`config.mk`:
```
export PLATFORM = sky130hd
export DESIGN_NAME = lsu_md
export DESIGN_NICKNAME = d
export VERILOG_FILES = /design/src/rtl/lsu_md.sv
export SDC_FILE = /design/constraint.sdc
export NUM_CORES = 1
export LEC_CHECK = 0
export CORE_AREA = 2 2 116 118
export DETAILED_ROUTE_END_ITERATION = 7
export DIE_AREA = 0 0 118 120
export PLACE_DENSITY = 0.8
export REMOVE_ABC_BUFFERS = 1
export SYNTH_ARGS = -nofsm -noshare
export SYNTH_HDL_FRONTEND = slang
export SYNTH_SLANG_ARGS = --single-unit
```
`constraint.sdc`:
```
create_clock -name clk -period 2 [get_ports clk]
set_clock_uncertainty 0.2 [all_clocks]
set_input_delay 0.2 -clock clk [delete_from_list [all_inputs] [get_ports clk]]
set_output_delay 0.2 -clock clk [all_outputs]
set_load 0.03 [all_outputs]
```
`src/rtl/lsu_md.sv`:
```
// -----------------------------------------------------------------------------
// lsu_md : load/store unit with sub-word support for a single-ported
// word-addressed memory.
//
// Loads read one word and return the extracted byte/half/word, sign- or
// zero-extended. Word stores write straight through. Byte and half stores are
// done as read-modify-write: read the word, replace one lane, write it back.
// Only one request is in flight. A new request can be accepted in the same
// cycle that the previous response is presented.
//
// Configuration macro: LSU_MISALIGN_CHK_EN
//   defined   : a misaligned half or word access completes through ERR with
//               rsp_err=1 and never touches memory.
//   undefined : misaligned addresses are silently aligned down, ERR is
//               unreachable, and rsp_err is tied to 0.
//
// Ports
//   clk, rst_n          clock (rising edge), synchronous active-low reset
//   req_valid/req_ready request handshake; ready only while idle
//   req_we              1 = store, 0 = load
//   req_addr            byte address
//   req_size            00 byte, 01 half, 10/11 word
//   req_unsigned        loads: zero-extend when 1, sign-extend when 0
//   req_wdata           store data, right-aligned
//   rsp_valid           one-cycle completion pulse (no backpressure)
//   rsp_rdata           extended load data, 0 for stores and errors
//   rsp_err             misaligned-access flag, qualified by rsp_valid
//   mem_ren/mem_raddr   memory read strobe / word address
//   mem_wen/mem_waddr   memory write strobe / word address
//   mem_wdata           memory write word
//   mem_rdata           memory read data, valid the cycle after mem_ren
// -----------------------------------------------------------------------------
module lsu_md #(
    parameter int WIDTH      = 32,
    parameter int WIDTH_BITS = 30
) (
    input  logic                  clk,
    input  logic                  rst_n,
    input  logic                  req_valid,
    output logic                  req_ready,
    input  logic                  req_we,
    input  logic [31:0]           req_addr,
    input  logic [1:0]            req_size,
    input  logic                  req_unsigned,
    input  logic [WIDTH-1:0]      req_wdata,
    output logic                  rsp_valid,
    output logic [WIDTH-1:0]      rsp_rdata,
    output logic                  rsp_err,
    output logic                  mem_ren,
    output logic [WIDTH_BITS-1:0] mem_raddr,
    output logic                  mem_wen,
    output logic [WIDTH_BITS-1:0] mem_waddr,
    output logic [WIDTH-1:0]      mem_wdata,
    input  logic [WIDTH-1:0]      mem_rdata
);

    typedef enum logic [2:0] {
        IDLE     = 3'd0,
        LD_REQ   = 3'd1,
        LD_WAIT  = 3'd2,
        ST_RD    = 3'd3,
        ST_MERGE = 3'd4,
        ST_WR    = 3'd5,
        ERR      = 3'd6
    } state_t;

    state_t           state_r;
    logic             we_r;
    logic [31:0]      addr_r;
    logic [1:0]       size_r;
    logic             uns_r;
    logic [WIDTH-1:0] wdata_r;

    logic [31:0]      addr_al_s;
    logic             misalign_s;

    // Pick the addressed lane out of a memory word and extend it to WIDTH.
    function automatic logic [WIDTH-1:0] load_extend(
        input logic [WIDTH-1:0] word,
        input logic [1:0]       off,
        input logic [1:0]       size,
        input logic             uns
    );
        logic [7:0]       b;
        logic [15:0]      h;
        logic [WIDTH-1:0] r;
        case (off)
            2'd0:    b = word[7:0];
            2'd1:    b = word[15:8];
            2'd2:    b = word[23:16];
            default: b = word[31:24];
        endcase
        h = off[1] ? word[31:16] : word[15:0];
        case (size)
            2'b00:   r = {{(WIDTH-8){~uns & b[7]}}, b};
            2'b01:   r = {{(WIDTH-16){~uns & h[15]}}, h};
            default: r = word;
        endcase
        return r;
    endfunction

    // Replace only the addressed lane of the old word with the low store bits.
    function automatic logic [WIDTH-1:0] store_merge(
        input logic [WIDTH-1:0] old,
        input logic [WIDTH-1:0] wd,
        input logic [1:0]       off,
        input logic [1:0]       size
    );
        logic [WIDTH-1:0] r;
        r = old;
        case (size)
            2'b00: begin
                case (off)
                    2'd0:    r[7:0]   = wd[7:0];
                    2'd1:    r[15:8]  = wd[7:0];
                    2'd2:    r[23:16] = wd[7:0];
                    default: r[31:24] = wd[7:0];
                endcase
            end
            2'b01: begin
                if (off[1]) begin
                    r[31:16] = wd[15:0];
                end else begin
                    r[15:0] = wd[15:0];
                end
            end
            default: r = wd;
        endcase
        return r;
    endfunction

    // Alignment of the incoming address and misalignment detection.
    always_comb begin
        misalign_s = 1'b0;
        addr_al_s  = req_addr;
        case (req_size)
            2'b00: addr_al_s = req_addr;
            2'b01: begin
                addr_al_s = {req_addr[31:1], 1'b0};
`ifdef LSU_MISALIGN_CHK_EN
                misalign_s = req_addr[0];
`endif
            end
            default: begin
                addr_al_s = {req_addr[31:2], 2'b00};
`ifdef LSU_MISALIGN_CHK_EN
                misalign_s = (req_addr[1:0] != 2'b00);
`endif
            end
        endcase
    end

    // Control FSM, request capture and registered response.
    always_ff @(posedge clk) begin
        if (!rst_n) begin
            state_r   <= IDLE;
            we_r      <= 1'b0;
            addr_r    <= 32'h0000_0000;
            size_r    <= 2'b00;
            uns_r     <= 1'b0;
            wdata_r   <= {WIDTH{1'b0}};
            rsp_valid <= 1'b0;
            rsp_rdata <= {WIDTH{1'b0}};
`ifdef LSU_MISALIGN_CHK_EN
            rsp_err   <= 1'b0;
`endif
        end else begin
            // Response is a single-cycle pulse unless a branch below raises it.
            rsp_valid <= 1'b0;
            rsp_rdata <= {WIDTH{1'b0}};
`ifdef LSU_MISALIGN_CHK_EN
            rsp_err   <= 1'b0;
`endif
            case (state_r)
                IDLE: begin
                    if (req_valid) begin
                        we_r    <= req_we;
                        addr_r  <= addr_al_s;
                        size_r  <= req_size;
                        uns_r   <= req_unsigned;
                        wdata_r <= req_wdata;
                        if (misalign_s) begin
                            // The error response shows up in the ERR cycle.
                            state_r   <= ERR;
                            rsp_valid <= 1'b1;
`ifdef LSU_MISALIGN_CHK_EN
                            rsp_err   <= 1'b1;
`endif
                        end else if (!req_we) begin
                            state_r <= LD_REQ;
                        end else if (req_size[1]) begin
                            state_r <= ST_WR;
                        end else begin
                            state_r <= ST_RD;
                        end
                    end else begin
                        state_r <= IDLE;
                    end
                end
                LD_REQ:  state_r <= LD_WAIT;
                LD_WAIT: begin
                    rsp_valid <= 1'b1;
                    rsp_rdata <= load_extend(mem_rdata, addr_r[1:0], size_r, uns_r);
                    state_r   <= IDLE;
                end
                ST_RD:   state_r <= ST_MERGE;
                ST_MERGE, ST_WR: begin
                    rsp_valid <= 1'b1;
                    state_r   <= IDLE;
                end
                ERR:     state_r <= IDLE;
                default: state_r <= IDLE;
            endcase
        end
    end

`ifndef LSU_MISALIGN_CHK_EN
    assign rsp_err = 1'b0;
`endif

    // Memory strobes, addresses and write data decoded from the state register.
    always_comb begin
        req_ready = (state_r == IDLE);
        mem_ren   = (state_r == LD_REQ) || (state_r == ST_RD);
        mem_wen   = (state_r == ST_MERGE) || (state_r == ST_WR);
        if (state_r != IDLE) begin
            mem_raddr = WIDTH_BITS'(addr_r[31:2]);
            mem_waddr = WIDTH_BITS'(addr_r[31:2]);
        end else begin
            mem_raddr = {WIDTH_BITS{1'b0}};
            mem_waddr = {WIDTH_BITS{1'b0}};
        end
        case (state_r)
            ST_WR:    mem_wdata = wdata_r;
            ST_MERGE: mem_wdata = store_merge(mem_rdata, wdata_r, addr_r[1:0], size_r);
            default:  mem_wdata = {WIDTH{1'b0}};
        endcase
    end

endmodule

```
# Word-level counts from Yosys, hierarchy flattened
# Cells that the tools add are included.
# word_totals
ff_bits	103
word_cells	50
# classes
n_eq_ne	9
muxes	20
n_bitwise	3
n_reduce_logical	11
# op_table
cell	n
32-bit case mux with 2 select lines	3
16-bit 2-to-1 mux	3
8-bit 2-to-1 mux	6
30-bit 2-to-1 mux	1
8-bit case mux with 3 select lines	1
3-bit 2-to-1 mux	3
3-bit case mux with 3 select lines	1
2-bit by 1-bit equality test with 1-bit output, second input constant	3
3-bit by 2-bit equality test with 1-bit output, second input constant	2
3-bit equality test, second input constant	2
2-bit zero test	3
3-bit OR reduction	2
2-bit case mux with 2 select lines	1
2-bit AND reduction	2
3-bit by 1-bit equality test with 1-bit output, second input constant	1
3-bit zero test	1
3-bit nonzero test	1
1-bit AND	2
2-bit equality test, second input constant	1
1-bit logical OR	2
1-bit 2-to-1 mux	1
1-bit inverter	1

# Depth between registers and ports, before layout
# Gate-level depths: netlist of the first run.
# logic_depth
word_depth	6
mapped_depth	7
mapped_depth_nobuf	4

# Worst setup path before layout of the first run
# No wires, ideal clock.
# synth_path
path_kind	reg-to-output
startpoint	register addr_r[1]
endpoint	output mem_wdata[25]
t_arrival_ps	1668
required_time_ps	1600
slack_ps	-68
stages_incl_launch_ff	8
cell_sequence	dfxtp_1 buf_4 buf_2 buf_2 nand3_1 a21oi_1 a221oi_1 a21oi_1
# synth_between
elab_chain_cells	5
word_cells_on_any_way	8
cone_classes	2 x eq/ne; 4 x mux; 2 x reduce/logical
# synth_lines
element	line_no	rtl
from (decl)	69	logic [31:0] addr_r;
from (signal assigned)	178	addr_r <= addr_al_s;
2-bit equality test, or another cell as far along	113	case (off)
3-bit OR reduction (no source line)	n/a	
8-bit 2-to-1 mux	113	
32-bit case mux with 2 select lines (*)	111	case (size)
32-bit case mux with 2 select lines (*)	233	case (state_r)
to (decl)	53	output logic [WIDTH-1:0] mem_wdata,
# Mark *: on every way between the ends. The rest lies on a longest branch, timed or not.

# Worst setup path after layout of the first run
# layout_path
startpoint	register state_r[0]
endpoint	output mem_wdata[15]
# layout_between
elab_chain_cells	2
word_cells_on_any_way	3
cone_classes	2 x eq/ne; 1 x mux
# layout_lines
element	line_no	rtl
from (decl)	67	state_t state_r;
from (signal assigned)	156	state_r <= IDLE;
from (signal assigned)	184	state_r <= ERR;
from (signal assigned)	190	state_r <= LD_REQ;
3-bit equality test	233	
32-bit case mux with 2 select lines (*)	233	
# Marked as above.

==> metrics.txt, run 1 <==
sequential group share of total power=39.0%; unique cell type count in the Yosys netlist=41; placed cell count=1,093; maximum vdd drop=0.396 mV; DRC marker count from the first detailed-route iteration=645; Routed WL=22.0 mm; CTS sink cnt=103; maximum root-to-sink buffer count=2; routed wire length per instance=19.3 um; final setup vio count=40; first element of the critical path=state_r[0]$_SDFF_PN0_; maximum fanout encountered on the critical timing path=7; count of cells along the worst register-to-register path=8; average footprint of a synthesized cell=7.67 um2; Synth area leader=dfxtp_1; total half-perimeter wirelength after legalization and detailed placement=13.2 mm; Inserted Clock Buffers=9; overall global routing resource usage=27.7%; kind of cell adding the most delay to the critical path=simple AND/OR/NAND/NOR gates; Worst Hold Launch=req_addr[18]; post-route DRC violation count=0; critical path startpoint category=register; CTS Root Cell=clkbuf_16; most common library cells after synthesis=nand2_1, dfxtp_1, a21boi_0; Final period util=112%; type of the worst min-delay path=primary input to register; Clock Latency Late Sink=0.35 ns; Least-Margin Pin Slew=0.630 ns; global-route wire length before repair=31.1 mm; buffers and inverters on the worst path=2; DR vias/cell=5.48; number of inserted diodes=0; Max transition margin=58.0%; fraction of synthesized cell area taken by the top area cell type=38.0%; Primary FF master, synth=dfxtp_1; GR Overflow Total=0; maximum number of pins on one net before global-route repair=72; NumNets Final=1,065; routed via count=6,262; antenna violations before repair=0; area enclosed by the die boundary=14,200 um2; signed area change from the synthesized netlist to the final layout=69.5%; critical path arrival=1.84 ns; Reg-to-Reg Start=addr_r[1]$_SDFFE_PN0P_; Maximum Capacitance Violations=0; reported net switching power=1.79 mW; core box area=13,000 um2; Synth area leaders=dfxtp_1, nand2_1, a21boi_0; count of warnings emitted by yosys=0; post-synthesis sequential area ratio=38.0%; final setup slack of the worst path=-0.240 ns; Hold Violations, Final=0; Combinational Power Share=29.8%; initial core utilization=41.8%; kind of critical path=register to output pin; tightest hold margin=0.185 ns; worst r2r dst=rsp_rdata[12]$_SDFF_PN0_; static power due to leakage=3.72 nW; endpoint required time on the critical path=1.60 ns; number of primary I/O pins=232; Period minus WS final=2.24 ns; largest stage delay on the critical path=0.34 ns; share of total power consumed by net switching=31.0%; die boundary height=120 um; minimum setup slack among reg-to-reg paths=-0.09 ns; count leader, synth=nand2_1; vias in the first global route=5,846; TritonCTS clock tree=done; Cell Count, Final, Fillers Out=1,143; number of detailed-routing iterations run before antenna repair=7; Cell Chain, Critical Path=buf_6 -> or2_4 -> nor2_4 -> a222oi_1 -> nor2_1 -> buf_12; violations in the final reports=negative setup slack; endpoint type of the worst setup path=output pin; DRT antenna net count=0; number of register bits inferred by synthesis=103; clock transition at the registers of the reported paths=0.07 ns; global placement routability congestion=0.887; max-slew violation total from the final report=0; share of cells above drive strength 1=29.8%; Clock Power Share=31.3%; result of the run=complete, but fails checks; unrepaired setup endpoints after global routing=yes; Max Freq=0.446 GHz; number of stages on the worst hold path=3; cell count after synthesis=708; number of core rows=42; count of filler cells inserted in the layout=969; Mapped Area=5430 um2; ys async rst share=0%; H-tree depth reported by CTS=3; EDFF count, synth=0; Min-Delay Endpoint=addr_r[18]$_SDFFE_PN0P_; power per cell area=627 nW/um2; Worst path slowest cell=dfxtp_4; width of the die=118 um; quantity of I/O buffers inserted on ports=230; internal power consumption=3.98 mW
==> how the worst max path moves through the flow <==
stage	end	cells past startpoint
floorplan	state_r[2]$_SDFF_PN0_	4
global placement	mem_wdata[30]	6
detailed placement	mem_wdata[30]	6
CTS	mem_wdata[14]	7
global route	mem_wdata[11]	7
finish	mem_wdata[15]	6
==> cells in the final DEF (no fill, tap or decap), drive strengths merged, types with 3 or more instances in the layout <==
master,instances
nand2b,11
o22ai,16
and2,3
clkbuf,52
a21oi,40
inv,12
a221oi,8
nor2b,33
a31oi,3
o21ai,31
o2bb2ai,6
dfxtp,103
nand3,11
nand2,186
clkinv,3
clkdlybuf4s50,134
and3,9
a2bb2oi,7
buf,151
a222oi,8
nor2,29
mux2i,25
a21boi,67
==> per-stage QoR <==
stage	TNS [ns]	instance area [um2]	utilization (%)	setup WS [ns]	total power, mW
after floorplan	-121.95	4940	-	-1.24	2.90
after global placement	-0.379	8110	62.5	-0.164	3.63
after detailed placement	-0.435	8110	62.5	-0.159	3.64
after CTS	-5.45	9040	69.7	-0.260	5.58
after global routing	-7.28	9210	70.9	-0.285	5.98
final	-5.56	9210	70.9	-0.240	5.77
==> flip-flops by register name, indices dropped and copies added (netlist names) <==
| name | cells |
|---|---|
| rsp_rdata | 32 |
| uns_r | 1 |
| state_r | 3 |
| wdata_r | 32 |
| rsp_valid | 1 |
| addr_r | 32 |
| size_r | 2 |
==> repair_timing <==
item                       in CTS  in global routing
gates cloned                    4                 10
buffers inserted               16                 10
setup endpoints to repair      91                130
pin swaps                      26                 34
resized for setup             220                181
hold buffers                    0                  0
==> worst min-delay path, delay by kind of cell <==
family,cells,cell delay [ns]
buffers and inverters,1,0.39
AOI/OAI and AO/OA,1,0.05
and+or+nand+nor,1,0.06
==> routing by layer <==
| metal | part of all wire, % | up-vias | global-route usage (%) |
|---|---|---|---|
| met5 | 0 | - | 0 |
| met4 | 4.1 | 0 | 13.0 |
| met3 | 9.2 | 88 | 7.79 |
| met2 | 49 | 380 | 46.1 |
| met1 | 38 | 2916 | 33.0 |
| li1 | - | 2878 | - |
==> power by group through the flow <==
stage / Combinational [mW] / Clock [mW] / Sequential [mW]
floorplan: 0.583 / 0 / 2.32
global placement: 1.36 / 0 / 2.27
detailed placement: 1.36 / 0 / 2.28
CTS: 1.52 / 1.82 / 2.24
global route: 1.81 / 1.91 / 2.26
finish: 1.72 / 1.80 / 2.25
==> area by class of cell <==
class	instances	area [um2]	area share (%)
Clock inverter	4	45.0	0.489
Multi-Input combinational cell	508	3300	35.9
Timing Repair Buffer	327	3250	35.3
Timing Repair inverter	1	7.51	0.0816
Clock buffer	12	246	2.68
Tap cell	176	220	2.39
Inverter	12	55.1	0.598
Sequential cell	103	2080	22.6
==> logic make-up after synthesis <==
| kind of cell | after synthesis | synth area share [%] |
|---|---|---|
| other cells | 1 | 0.0691 |
| simple gates | 291 | 23.6 |
| compound gates | 188 | 23.4 |
| buf+inv | 98 | 9.91 |
| flops | 103 | 38.0 |
| mux | 27 | 5.02 |
Note: power is estimated with default switching activity, not from simulation.
==> run 2, diff against run 1 <==
Settings changed: CORE_AREA 2 2 116 118 to 2 2 88 154, DIE_AREA 0 0 118 120 to 0 0 90 156, MAX_ROUTING_LAYER from default to met4.
==> metrics.txt, run 2 (synthesis results as in run 1) <==
CTS Hold Buffers Added=0; biggest regs=addr_r (32), rsp_rdata (32), wdata_r (32); sequential group share of total power=40.0%; H-tree depth reported by CTS=3; final setup slack of the worst path=-0.253 ns; vias in the first global route=5,747; Worst path most repeated cell=buf_6; TritonCTS clock tree=done; final setup vio count=32; GR Overflow Total=0; power per cell area=614 nW/um2; DR vias/cell=5.43; Cell Count, Final, Fillers Out=1,132; critical path arrival=1.85 ns; buffers and inverters on the worst path=3; number of inserted diodes=0; Hold Violations, Final=0; routed wire length per instance=19.3 um; initial core utilization=42.4%; overall power=5.63 mW; maximum fanout encountered on the critical timing path=6; signed area change from the synthesized netlist to the final layout=68.9%; Combinational Power Share=29.4%; area of the multi-input gates=3360 um2; reported net switching power=1.80 mW; routed via count=6,150; quantity of I/O buffers inserted on ports=230; Period minus WS final=2.25 ns; share of total power consumed by net switching=32.0%; Clock Latency Late Sink=0.34 ns; largest stage delay on the critical path=0.34 ns; Least-Margin Pin Slew=0.616 ns; total half-perimeter wirelength after legalization and detailed placement=13.9 mm; number of core rows=55; kind of critical path=register to output pin; core box area=12,800 um2; area enclosed by the die boundary=14,000 um2; count of filler cells inserted in the layout=985; result of the run=complete, but fails checks; area taken by flip-flops and latches=2080 um2; critical path startpoint category=register; share of cells above drive strength 1=30.8%; endpoint type of the worst setup path=output pin; internal power consumption=3.83 mW; maximum number of pins on one net before global-route repair=72; antenna violations before repair=0; post-route DRC violation count=0; maximum vdd drop=0.536 mV; die boundary height=156 um; static power due to leakage=3.66 nW; Inserted Clock Buffers=9; Worst path slowest cell=dfxtp_4; kind of cell adding the most delay to the critical path=simple AND/OR/NAND/NOR gates; number of primary I/O pins=232; type of the worst min-delay path=primary input to register; max-slew violation total from the final report=0; DRT antenna net count=0; final core utilization=71.7%; CTS Root Cell=clkbuf_16; global-route wire length before repair=30.5 mm; post-route cell area=9170 um2; width of the die=90 um; Clock Power Share=30.5%; Cell Chain, Critical Path=buf_6 -> or2_4 -> nor2_4 -> buf_6 -> a222oi_1 -> nor2_1 -> clkbuf_16; Maximum Capacitance Violations=0; clock transition at the registers of the reported paths=0.07 ns; overall global routing resource usage=28.3%; NumNets Final=1,059; placed cell count=1,074; Max Freq=0.444 GHz; global placement routability congestion=0.964; DRC marker count from the first detailed-route iteration=442; CTS sink cnt=103; Final period util=113%; Routed WL=21.8 mm; top library cells by usage in the layout, fill and taps aside=nand2_1, clkdlybuf4s50_1, dfxtp_1, buf_4, a21boi_0; number of detailed-routing iterations run before antenna repair=7; Placed Area=7990 um2; violations in the final reports=negative setup slack; maximum root-to-sink buffer count=2; endpoint required time on the critical path=1.60 ns; Setup Slack @ Placement=-0.191 ns; Max transition margin=58.9%; most common cell after layout, fill and taps aside=nand2_1; unrepaired setup endpoints after global routing=yes
==> run 2: cell types whose count changed in the layout (fill, tap and decap cells not counted), moves of 4 or more <==
cell | previous run | this run
nor2b_1 | 27 | 23
clkbuf_2 | 31 | 7
a21oi_2 | 15 | 20
clkbuf_4 | 3 | 8
buf_6 | 25 | 29
a21oi_1 | 21 | 17
nand2b_1 | 6 | 10
buf_2 | 19 | 31
a21boi_0 | 42 | 50
a21boi_1 | 25 | 17
o21ai_0 | 24 | 14
nor2b_2 | 4 | 10
nand2b_4 | 5 | 1
o21ai_2 | 1 | 10
==> run 2: tightest hold or removal path, stage by stage <==
cell	delay, ns
clkdlybuf4s50_1	0.39
nand2_1	0.05
a21boi_1	0.05
==> run 2: area by class of cell <==
| type | instances | area share, % |
|---|---|---|
| Clock buffer | 11 | 2.65 |
| Clock inverter | 5 | 0.423 |
| Inverter | 12 | 0.587 |
| Multi-Input combinational cell | 507 | 36.6 |
| Sequential cell | 103 | 22.7 |
| Tap cell | 171 | 2.33 |
| Timing Repair Buffer | 320 | 34.5 |
| Timing Repair inverter | 3 | 0.218 |
==> run 2: per-layer routing <==
layer	wire length (um)	GRT usage, %	part of all wire [%]
met5	0	-	0
met4	1380	17.1	6.3
met3	1210	4.40	5.5
met2	11800	51.5	54
met1	7450	28.3	34
==> run 2: worst paths after layout <==
path / startpoint / cells after the start / slack, ns / end
max reg2reg: addr_r[1]$_SDFFE_PN0P_ / 8 / 0.01 / rsp_rdata[9]$_SDFF_PN0_
max: size_r[1]$_SDFFE_PN0P_ / 7 / -0.25 / mem_wdata[11]
min reg2reg: addr_r[4]$_SDFFE_PN0P_ / 2 / 0.25 / addr_r[4]$_SDFFE_PN0P_
min: req_addr[9] / 3 / 0.20 / addr_r[9]$_SDFFE_PN0P_
==> run 2: power groups by stage <==
| stage | Clock, mW | Combinational (mW) | Sequential, mW |
|---|---|---|---|
| 2_1_floorplan | 0 | 0.583 | 2.32 |
| 3_3_place_gp | 0 | 1.33 | 2.28 |
| 3_5_place_dp | 0 | 1.34 | 2.28 |
| 4_1_cts | 1.73 | 1.52 | 2.24 |
| 5_1_grt | 1.85 | 1.75 | 2.26 |
| 6_report | 1.72 | 1.66 | 2.25 |
==> run 2: per-stage QoR <==
stage	TNS, ns	hold WS [ns]
finish	-4.77	0.196
global route	-6.87	0.209
CTS	-5.79	0.186
detailed placement	-1.27	0.240
global placement	-0.570	0.236
floorplan	-121.95	0.107
==> run 2: what timing repair did <==
item | CTS | global route
gates resized for setup | 264 | 242
setup endpoints to repair | 93 | 115
cloned | 6 | 3
pin swaps | 26 | 29
setup buffers | 25 | 10
